$ cat config.mk
export PLATFORM = sky130hd
export DESIGN_NAME = hub75_scan_ctrl
export DESIGN_NICKNAME = d
export VERILOG_FILES = /design/src/rtl/hub75_pkg.sv /design/src/rtl/hub75_bcm_timer.sv /design/src/rtl/hub75_scan_ctrl.sv
export SDC_FILE = /design/constraint.sdc
export NUM_CORES = 1
export LEC_CHECK = 0
export CORE_MARGIN = 4
export CORE_UTILIZATION = 35
export CTS_CLUSTER_DIAMETER = 200
export DETAILED_ROUTE_END_ITERATION = 7
export DONT_BUFFER_PORTS = 1
export GPL_TIMING_DRIVEN = 0
export PLACE_DENSITY = 0.58
export SLEW_MARGIN = 15
export SYNTH_ARGS = -nofsm -noshare
export SYNTH_HDL_FRONTEND = slang
export SYNTH_SLANG_ARGS = --single-unit
$ cat constraint.sdc
create_clock -name clk -period 2.86 [get_ports clk]
set_input_delay 0.715 -clock clk [delete_from_list [all_inputs] [get_ports clk]]
set_output_delay 0.715 -clock clk [all_outputs]
set_load 0.1 [all_outputs]
$ cat src/rtl/hub75_pkg.sv
// rtl/hub75_pkg.sv - HUB75 scan types and default timing; ST_BLANK exists only under HUB75_ROW_BLANK_EN
package hub75_pkg;

    localparam int DEF_HPIXEL        = 64;
    localparam int DEF_VPIXEL        = 64;
    localparam int DEF_BPP           = 8;
    localparam int DEF_SEGMENTS      = 2;
    localparam int DEF_CLK_DIV       = 2;
    localparam int DEF_LSB_OE_CYCLES = 8;
    localparam int DEF_BLANK_CYCLES  = 4;

    typedef enum logic [2:0] {
        ST_IDLE    = 3'd0,
        ST_FETCH   = 3'd1,
        ST_SHIFT   = 3'd2,
        ST_LATCH   = 3'd3,
`ifdef HUB75_ROW_BLANK_EN
        ST_BLANK   = 3'd4,
`endif
        ST_DISPLAY = 3'd5
    } scan_state_e;

    // One segment's pixel at the default depth; B occupies the low bits of a read word.
    typedef struct packed {
        logic [DEF_BPP-1:0] r;
        logic [DEF_BPP-1:0] g;
        logic [DEF_BPP-1:0] b;
    } rgb_pixel_t;

    // Bit position of plane b of channel k (0=B, 1=G, 2=R) of segment s in a read word.
    function automatic int rgb_bit_idx(input int s, input int k, input int b, input int bpp);
        return (s * 3 + k) * bpp + b;
    endfunction

endpackage

$ cat src/rtl/hub75_bcm_timer.sv
// rtl/hub75_bcm_timer.sv - binary-coded-modulation OE down-counter, loaded with LSB_OE_CYCLES_P << plane
module hub75_bcm_timer
    import hub75_pkg::*;
#(
    parameter int LSB_OE_CYCLES_P = DEF_LSB_OE_CYCLES,
    parameter int BPP_P           = DEF_BPP,
    parameter int PLANE_W_P       = 3
) (
    input  logic                 clk,
    input  logic                 rst_n,
    input  logic                 load_i,
    input  logic [PLANE_W_P-1:0] plane_i,
    output logic                 done_o
);
    localparam int MAX_CNT = LSB_OE_CYCLES_P << (BPP_P - 1);
    localparam int TW      = $clog2(MAX_CNT + 1);

    logic [TW-1:0] cnt_q;

    always_ff @(posedge clk) begin
        if (!rst_n) begin
            cnt_q <= '0;
        end else if (load_i) begin
            cnt_q <= TW'(LSB_OE_CYCLES_P) << plane_i;
        end else if (cnt_q != '0) begin
            cnt_q <= cnt_q - TW'(1);
        end
    end

    // Asserted during the last cycle of the loaded count.
    assign done_o = (cnt_q == TW'(1));

endmodule

$ cat src/rtl/hub75_scan_ctrl.sv
// rtl/hub75_scan_ctrl.sv - HUB75 row/bit-plane scan FSM; optional BLANK settle state under HUB75_ROW_BLANK_EN
module hub75_scan_ctrl
    import hub75_pkg::*;
#(
    parameter int HPIXEL_P        = DEF_HPIXEL,
    parameter int VPIXEL_P        = DEF_VPIXEL,
    parameter int BPP_P           = DEF_BPP,
    parameter int SEGMENTS_P      = DEF_SEGMENTS,
    parameter int CLK_DIV_P       = DEF_CLK_DIV,
    parameter int LSB_OE_CYCLES_P = DEF_LSB_OE_CYCLES,
    parameter int BLANK_CYCLES_P  = DEF_BLANK_CYCLES
) (
    input  logic                                     clk,
    input  logic                                     rst_n,
    input  logic                                     i_en,
    output logic [$clog2(HPIXEL_P*VPIXEL_P)-1:0]     o_rd_addr,
    input  logic [SEGMENTS_P*3*BPP_P-1:0]            i_rd_data,
    output logic                                     o_hub_clk,
    output logic                                     o_hub_lat,
    output logic                                     o_hub_oe_n,
    output logic [$clog2(VPIXEL_P/SEGMENTS_P)-1:0]   o_hub_addr,
    output logic [SEGMENTS_P*3-1:0]                  o_hub_rgb,
    output logic                                     o_frame_start
);
    localparam int ROWS    = VPIXEL_P / SEGMENTS_P;
    localparam int AW      = $clog2(HPIXEL_P * VPIXEL_P);
    localparam int RW      = $clog2(ROWS);
    localparam int CW      = (HPIXEL_P > 1) ? $clog2(HPIXEL_P) : 1;
    localparam int PW      = (BPP_P > 1) ? $clog2(BPP_P) : 1;
    localparam int DW      = SEGMENTS_P * 3 * BPP_P;
    localparam int SUB_MAX = (2 * CLK_DIV_P > BLANK_CYCLES_P) ? 2 * CLK_DIV_P : BLANK_CYCLES_P;
    localparam int SW      = $clog2(SUB_MAX);

    scan_state_e        state_q;
    logic [SW-1:0]      sub_q;
    logic [CW-1:0]      col_q;
    logic [RW-1:0]      row_q;
    logic [PW-1:0]      plane_q;
    logic [DW-1:0]      pend_q, pend_d;
    logic [AW-1:0]      rd_addr_q;
    logic               hub_clk_q, lat_q, oe_n_q, fs_q;
    logic [RW-1:0]      hub_addr_q;
    logic [SEGMENTS_P*3-1:0] rgb_q, rgb_d;
    logic               capture, tmr_load, tmr_done;

    function automatic logic [AW-1:0] row_base(input logic [RW-1:0] r);
        return AW'(r) * AW'(HPIXEL_P);
    endfunction

    // Pixel data arrives one cycle after its address; capture on the cycle it is valid.
    assign capture = (state_q == ST_FETCH && sub_q == SW'(1)) ||
                     (state_q == ST_SHIFT && sub_q == SW'(1) && col_q != CW'(HPIXEL_P - 1));
    assign pend_d  = capture ? i_rd_data : pend_q;

    always_comb begin
        rgb_d = '0;
        for (int s = 0; s < SEGMENTS_P; s++) begin
            for (int k = 0; k < 3; k++) begin
                rgb_d[s*3+k] = 1'(pend_d >> rgb_bit_idx(s, k, int'(plane_q), BPP_P));
            end
        end
    end

`ifdef HUB75_ROW_BLANK_EN
    assign tmr_load = (state_q == ST_BLANK) && (sub_q == SW'(BLANK_CYCLES_P - 1));
`else
    assign tmr_load = (state_q == ST_LATCH) && (sub_q == SW'(CLK_DIV_P - 1));
`endif

    hub75_bcm_timer #(
        .LSB_OE_CYCLES_P (LSB_OE_CYCLES_P),
        .BPP_P           (BPP_P),
        .PLANE_W_P       (PW)
    ) u_bcm_timer (
        .clk     (clk),
        .rst_n   (rst_n),
        .load_i  (tmr_load),
        .plane_i (plane_q),
        .done_o  (tmr_done)
    );

    always_ff @(posedge clk) begin
        if (!rst_n) begin
            state_q    <= ST_IDLE;
            sub_q      <= '0;
            col_q      <= '0;
            row_q      <= '0;
            plane_q    <= '0;
            pend_q     <= '0;
            rd_addr_q  <= '0;
            hub_clk_q  <= 1'b0;
            lat_q      <= 1'b0;
            oe_n_q     <= 1'b1;
            hub_addr_q <= '0;
            rgb_q      <= '0;
            fs_q       <= 1'b0;
        end else begin
            fs_q   <= 1'b0;
            pend_q <= pend_d;
            case (state_q)
                ST_IDLE: begin
                    oe_n_q    <= 1'b1;
                    hub_clk_q <= 1'b0;
                    lat_q     <= 1'b0;
                    if (i_en) begin
                        state_q   <= ST_FETCH;
                        sub_q     <= '0;
                        row_q     <= '0;
                        plane_q   <= '0;
                        rd_addr_q <= '0;
                        fs_q      <= 1'b1;
                    end
                end
                ST_FETCH: begin
                    if (sub_q == '0) begin
                        sub_q <= SW'(1);
                    end else begin
                        state_q   <= ST_SHIFT;
                        sub_q     <= '0;
                        col_q     <= '0;
                        hub_clk_q <= 1'b0;
                        rgb_q     <= rgb_d;
                        if (HPIXEL_P > 1) rd_addr_q <= rd_addr_q + AW'(1);
                    end
                end
                ST_SHIFT: begin
                    if (sub_q == SW'(2 * CLK_DIV_P - 1)) begin
                        sub_q     <= '0;
                        hub_clk_q <= 1'b0;
                        if (col_q == CW'(HPIXEL_P - 1)) begin
                            state_q    <= ST_LATCH;
                            lat_q      <= 1'b1;
                            hub_addr_q <= row_q;
                        end else begin
                            col_q <= col_q + CW'(1);
                            rgb_q <= rgb_d;
                            // The last column was already addressed; nothing more to fetch.
                            if (int'(col_q) != HPIXEL_P - 2) rd_addr_q <= rd_addr_q + AW'(1);
                        end
                    end else begin
                        sub_q     <= sub_q + SW'(1);
                        hub_clk_q <= (int'(sub_q) + 1 >= CLK_DIV_P);
                    end
                end
                ST_LATCH: begin
                    if (sub_q == SW'(CLK_DIV_P - 1)) begin
                        sub_q <= '0;
                        lat_q <= 1'b0;
`ifdef HUB75_ROW_BLANK_EN
                        state_q <= ST_BLANK;
`else
                        state_q <= ST_DISPLAY;
                        oe_n_q  <= 1'b0;
`endif
                    end else begin
                        sub_q <= sub_q + SW'(1);
                    end
                end
`ifdef HUB75_ROW_BLANK_EN
                ST_BLANK: begin
                    if (sub_q == SW'(BLANK_CYCLES_P - 1)) begin
                        sub_q   <= '0;
                        state_q <= ST_DISPLAY;
                        oe_n_q  <= 1'b0;
                    end else begin
                        sub_q <= sub_q + SW'(1);
                    end
                end
`endif
                ST_DISPLAY: begin
                    if (tmr_done) begin
                        oe_n_q <= 1'b1;
                        sub_q  <= '0;
                        if (!i_en) begin
                            state_q <= ST_IDLE;
                            row_q   <= '0;
                            plane_q <= '0;
                        end else begin
                            state_q <= ST_FETCH;
                            if (plane_q == PW'(BPP_P - 1)) begin
                                plane_q <= '0;
                                if (row_q == RW'(ROWS - 1)) begin
                                    row_q     <= '0;
                                    rd_addr_q <= '0;
                                    fs_q      <= 1'b1;
                                end else begin
                                    row_q     <= row_q + RW'(1);
                                    rd_addr_q <= row_base(row_q + RW'(1));
                                end
                            end else begin
                                plane_q   <= plane_q + PW'(1);
                                rd_addr_q <= row_base(row_q);
                            end
                        end
                    end
                end
                default: state_q <= ST_IDLE;
            endcase
        end
    end

    assign o_rd_addr     = rd_addr_q;
    assign o_hub_clk     = hub_clk_q;
    assign o_hub_lat     = lat_q;
    assign o_hub_oe_n    = oe_n_q;
    assign o_hub_addr    = hub_addr_q;
    assign o_hub_rgb     = rgb_q;
    assign o_frame_start = fs_q;

endmodule

---- Yosys cells after proc, flatten, opt, wreduce, memory -nomap -nowiden ----
Cells that the tools add are included.
storage, ports and cells
  bits in registers ....................... 105
  input bits .............................. 51
  output and inout bits ................... 27
operators by class
  add/subtract/negate cells ............... 12
  order comparisons ....................... 1
  eq/ne operators ......................... 22
  shift-type cells ........................ 7
  muxes and demuxes ....................... 61
  reductions and logical operators ........ 26
operators with widths
  operator                 number
  $mux W12                 8
  $shr A48 B6 Y1           2
  $shr A48 B7 Y1           2
  $mux W48                 1
  $pmux W12 S4             1
  $shr A48 B3 Y1           1
  $shr A48 B5 Y1           1
  $mux W6                  6
  $mux W11                 3
  $mux W3                  10
  $mux W5                  5
  $pmux W6 S2              2
  $pmux W3 S5              1
  $add A6 B3 Y7 const A    2
  $mux W1                  13
  $add A12 B1 Y12 const B  1
  $add A5 B3 Y6 const A    2
  $ne A2 B2 Y1 const B     6
  $reduce_and A3 Y1        4
  $reduce_and A4 Y1        3
  $eq A11 B1 Y1 const B    1
  $reduce_bool A11 Y1      1
  $shl A4 B3 Y11 const A   1
  $sub A11 B1 Y11 const B  1
  35 further kinds         51

---- Logic depth before layout (Yosys ltp) ----
  depth after elaboration ................. 9
  depth in mapped cells ................... 10
  depth with buffers taken out ............ 8

---- Modules after synthesis ----
A second synthesis with hierarchy kept.
second synthesis, totals
  cell total of the unflattened synthesis .. 679
  area total of the unflattened synthesis .. 5834.3 um^2
by module, submodules not included
  module           instances  cells each  area each (um^2)  seq. area each (um^2)
  hub75_scan_ctrl  1          604         5190.0            1881.8
  hub75_bcm_timer  1          75          644.4             220.2

---- Least setup slack after synthesis ----
OpenSTA, ideal clock, no wires.
  path kind ............................... reg-to-reg
  start point ............................. reg rd_addr_q[0], in the netlist o_rd_addr[0]
  end point ............................... reg rd_addr_q[10], in the netlist o_rd_addr[10]
  library setup time ...................... 0.092 ns
  arrival time ............................ 2.500 ns
  data required time ...................... 2.768 ns
  path slack .............................. 0.268 ns
  stages on the path, launching flop included .. 8
  buffers on the path ..................... 0
  clock period less this slack ............ 2.592 ns
  cells stage by stage .................... dfxtp_1 -> ha_1 -> nand3_1 -> or2_2 -> nor2_1 -> nand3_1 -> o32a_1 -> o32ai_1
between the ends
  word-level cells in the longest chain between the ends .. 5
  elaborated cells between the ends (all ways) .. 6
  classes of those cells .................. add/sub (1); mux (5)
RTL lines
  what                      RTL line                                        source
  start: declaration        hub75_scan_ctrl.sv:40                           logic [AW-1:0] rd_addr_q;
  start signal: assignment  hub75_scan_ctrl.sv:123                          if (HPIXEL_P > 1) rd_addr_q <= rd_addr_q + AW'(1);
  start signal: assignment  hub75_scan_ctrl.sv:188                          rd_addr_q <= row_base(row_q + RW'(1));
  start signal: assignment  hub75_scan_ctrl.sv:192                          rd_addr_q <= row_base(row_q);
  $add A12 B1 Y12 *         hub75_scan_ctrl.sv:123, hub75_scan_ctrl.sv:138
  $mux W12                  hub75_scan_ctrl.sv:138                          if (int'(col_q) != HPIXEL_P - 2) rd_addr_q <= rd_addr_q + AW'(1);
  $mux W12                  hub75_scan_ctrl.sv:130                          if (col_q == CW'(HPIXEL_P - 1)) begin
  $mux W12                  hub75_scan_ctrl.sv:127                          if (sub_q == SW'(2 * CLK_DIV_P - 1)) begin
  $pmux W12 S4 *            hub75_scan_ctrl.sv:100                          case (state_q)
Every way passes the cells marked *; elsewhere a longest branch is shown, timed or not. The select of a mux whose other input is x is not followed.
A chain may end at the register's enable or synchronous reset.

---- Worst setup path after layout ----
  start point ............................. reg rd_addr_q[2], in the netlist o_rd_addr[2]
  end point ............................... reg rd_addr_q[9], in the netlist o_rd_addr[9]
Same word-level chain as after synthesis.

==> results.yml <==
status:
  status: "completed"
sta:
  fin_skew_ps: 12.67
  fin_tns_setup_ps: 0
  setup_violations: 0
  period_minus_slack_ps: 2669
  max-slew-margin-rel_pct: 24.80
  max_freq_ghz: 0.3746
  hold_viol_final: 0
  drv_slew: 0
  final.hold.worst_slack_ps: 454.8
  tightest_slew_ps: 1126
  finalCritPeriodShare_pct: 93.33
  rsz0062_at_grt: "false"
synth:
  yosys.cell_types.count: 58
  yosysMostFrequentCell: "nand2_1"
  syn_area_um2: 5514
  syn_inst: 664
  syn_avg_cell_area_um2: 8.304
  synth_top_area_share_pct: 38.12
  synthFlopType: "dfxtp_1"
  synth-seq-cells: 105
  synth_area_leaders: "dfxtp_1, mux2i_1, nand2_1"
  synthArstFlopShare_pct: 0
  yosysWarnings: 0
  synth_edf_count: 0
  synth_common_cells: "nand2_1, dfxtp_1, a21oi_1, nor2_1, mux2i_1"
  yosys.area.top_type: "dfxtp_1"
  seq_area_frac_synth_pct: 38.12
  syn_nets: 733
clock_tree:
  htreeDepth: 3
  post_cts_buffers: 0
  holdBufCountCts: 0
  numCtsBuffers: 9
  clk-insertion-delay-late_ps: 370
  cts_sinks: 105
  clock-root-buffer: "clkbuf_16"
  cts_tree: "done"
  clockBufferDepth: 2
  clk_pin_slew_ps: 70
pwr:
  power.leakage_nw: 2.167
  clockPowerShare_pct: 23.7
  power_switching_mw: 2.135
  comb_power_share_pct: 33.3
  seq_power_share_pct: 43.0
  ir_worst_vdd_uv: 518.8
  total_power_mw: 4.963
  swShare_pct: 43.02
  p_int_mw: 2.828
  powerDensity_nw_per_um2: 820.5
setup_path:
  cp_max_fo: 5
  cp-start-kind: "register"
  crit_slowest_cell: "dfxtp_1"
  crit_buf_inv: 0
  critPathKind: "register to register"
  slowest_delay_ps: 1020
  cp.arrival_ps: 2970
  path_cells: "and3_1 -> and3_1 -> nand3_1 -> or4_1 -> o21ai_0 -> a31o_2"
  endpoint_kind: "register"
  critical-path-top-delay-family: "simple AND/OR/NAND/NOR gates"
  cp.required_ps: 3160
  path_common_cell: "and3_1"
layout:
  final_layout_size_suffix_gt1_share_pct: 7.364
  syn2layout_area_growth_pct: 9.689
  layout.cells.non_filler: 890
  final_nets: 744
  antennaDiodeCount: 0
floorplanning:
  die_h_um: 133.5
  rows: 45
  die_area_um2: 17830
  die_x_um: 133.5
  num_io_pins: 78
  core_um2: 15310
  start_util_pct: 36.00
placed_design:
  dp_cells: 875
  gp_congestion: 0.8688
  portBuffers: 0
  dpl.hpwl_mm: 12.29
global_routing:
  antenna_found_initial: 1
  grt-ovfl-total: 0
  grt_usage_pct: 18.12
  grt_pass1_wl_mm: 25.52
  grt_max_degree: 18
  first_global_vias: 4724
detailed_routing:
  routed-via-count: 4908
  routedWlPerCell_um: 18.32
  drt_wl_total_mm: 16.30
  drt_pass1_iterations: 5
  ant_nets: 0
  drc_errors: 0
  avgViaCountPerCell: 5.515
  drt_iter0_drc: 358
flow_run:
  max_cap_viol_count: 0
hold_path:
  hold_class: "register to register"
-- path summary, 6_finish.rpt --
check                                          startpoint  slack [ps]                   endpoint  depth (start not counted)
worst max register to register  o_rd_addr[2]$_SDFFE_PN0P_         190  o_rd_addr[9]$_SDFFE_PN0P_                          6
worst min-delay path                pend_q[12]$_SDFF_PN0_         450      pend_q[12]$_SDFF_PN0_                          2
worst max-delay path            o_rd_addr[2]$_SDFFE_PN0P_         190  o_rd_addr[9]$_SDFFE_PN0P_                          6
worst min register to register      pend_q[12]$_SDFF_PN0_         450      pend_q[12]$_SDFF_PN0_                          2
-- per-stage QoR --
stage,area (µm²),util [%],worst slack [ps]
2_1_floorplan,5514,-,267.9
3_3_place_gp,5778,37.73,130.0
3_5_place_dp,5778,37.73,113.4
4_1_cts,6046,39.48,105.1
5_1_grt,6048,39.49,58.85
6_report,6048,39.49,190.7
-- power groups by stage --
| stage | Clock, mW | Combinational, mW | Sequential [mW] |
|---|---|---|---|
| 3_5_place_dp | 0 | 1.62 | 2.16 |
| 5_1_grt | 1.24 | 1.84 | 2.16 |
| 3_3_place_gp | 0 | 1.59 | 2.16 |
| 2_1_floorplan | 0 | 1.25 | 2.11 |
| 6_report | 1.18 | 1.65 | 2.14 |
| 4_1_cts | 1.19 | 1.63 | 2.13 |
-- routing by layer --
metal,vias to the layer above,global-route usage [%],part of all wire (%)
li1,2382,-,-
met1,2307,22.77,43
met2,185,29.03,46
met3,32,6.533,8.4
met4,2,5.943,2.3
met5,-,0,0.080
-- sequential cells by signal (all words and copies together) (netlist names) --
register	count
plane_q	3
u_bcm_timer.cnt_q	11
o_hub_clk	1
col_q	6
state_q	3
o_frame_start	1
row_q	5
sub_q	2
o_hub_oe_n	1
o_hub_addr	5
o_rd_addr	12
o_hub_lat	1
o_hub_rgb	6
pend_q	48
-- layout make-up --
class | instances | area [µm²]
clock buffers | 10 | 229.0
multi-input cells | 506 | 3191
fillers | 1554 | 9266
plain buffers | 40 | 172.7
flip-flops and latches | 105 | 2105
inverters | 13 | 48.80
clock inverters | 5 | 38.79
well taps | 211 | 264.0
-- placed cells by master, fill, tap and decap left out, types with 4 or more instances in the layout --
cell type / Yosys / routed
a21oi_1: 71 / 71
o22ai_1: 6 / 6
clkbuf_1: 24 / 25
buf_1: 4 / 4
xor2_1: 9 / 9
nor3_1: 17 / 17
mux2i_1: 43 / 43
and3_1: 10 / 10
o2bb2ai_1: 5 / 5
inv_1: 12 / 12
nand4_1: 7 / 7
clkbuf_16: 0 / 9
nand3_1: 26 / 26
nand2b_1: 8 / 8
a211oi_1: 9 / 9
buf_2: 9 / 9
ha_1: 18 / 18
and2_1: 7 / 7
a2111oi_0: 4 / 4
o21ai_0: 28 / 28
nand3b_1: 6 / 6
o211ai_1: 4 / 4
nand2_1: 111 / 111
o31ai_1: 4 / 4
nor2_1: 53 / 53
mux4_2: 8 / 8
dfxtp_1: 105 / 103
-- kinds of logic (layout without fill, tap and decap cells) --
| logic type | count (synthesis) | count (layout) | share of synthesized area (%) |
|---|---|---|---|
| simple gates | 265 | 265 | 22.51 |
| flops | 105 | 105 | 38.12 |
| buf+inv | 53 | 68 | 4.016 |
| mux | 54 | 54 | 11.69 |
| xor+xnor | 12 | 12 | 1.906 |
| compound gates | 157 | 157 | 17.68 |
| fa+ha+maj | 18 | 18 | 4.084 |
-- worst reg2reg max path, stage by stage (launching register included) --
cell and delay [ps]:
dfxtp_1 1020, and3_1 320, and3_1 240, nand3_1 180, or4_1 560, o21ai_0 120, a31o_2 190
-- timing repair --
item,4_1_cts,5_1_grt
hold endpoints to repair,0,0
gates resized for setup,0,2
setup endpoints to repair,0,1
Power figures use the tool's default switching activity.
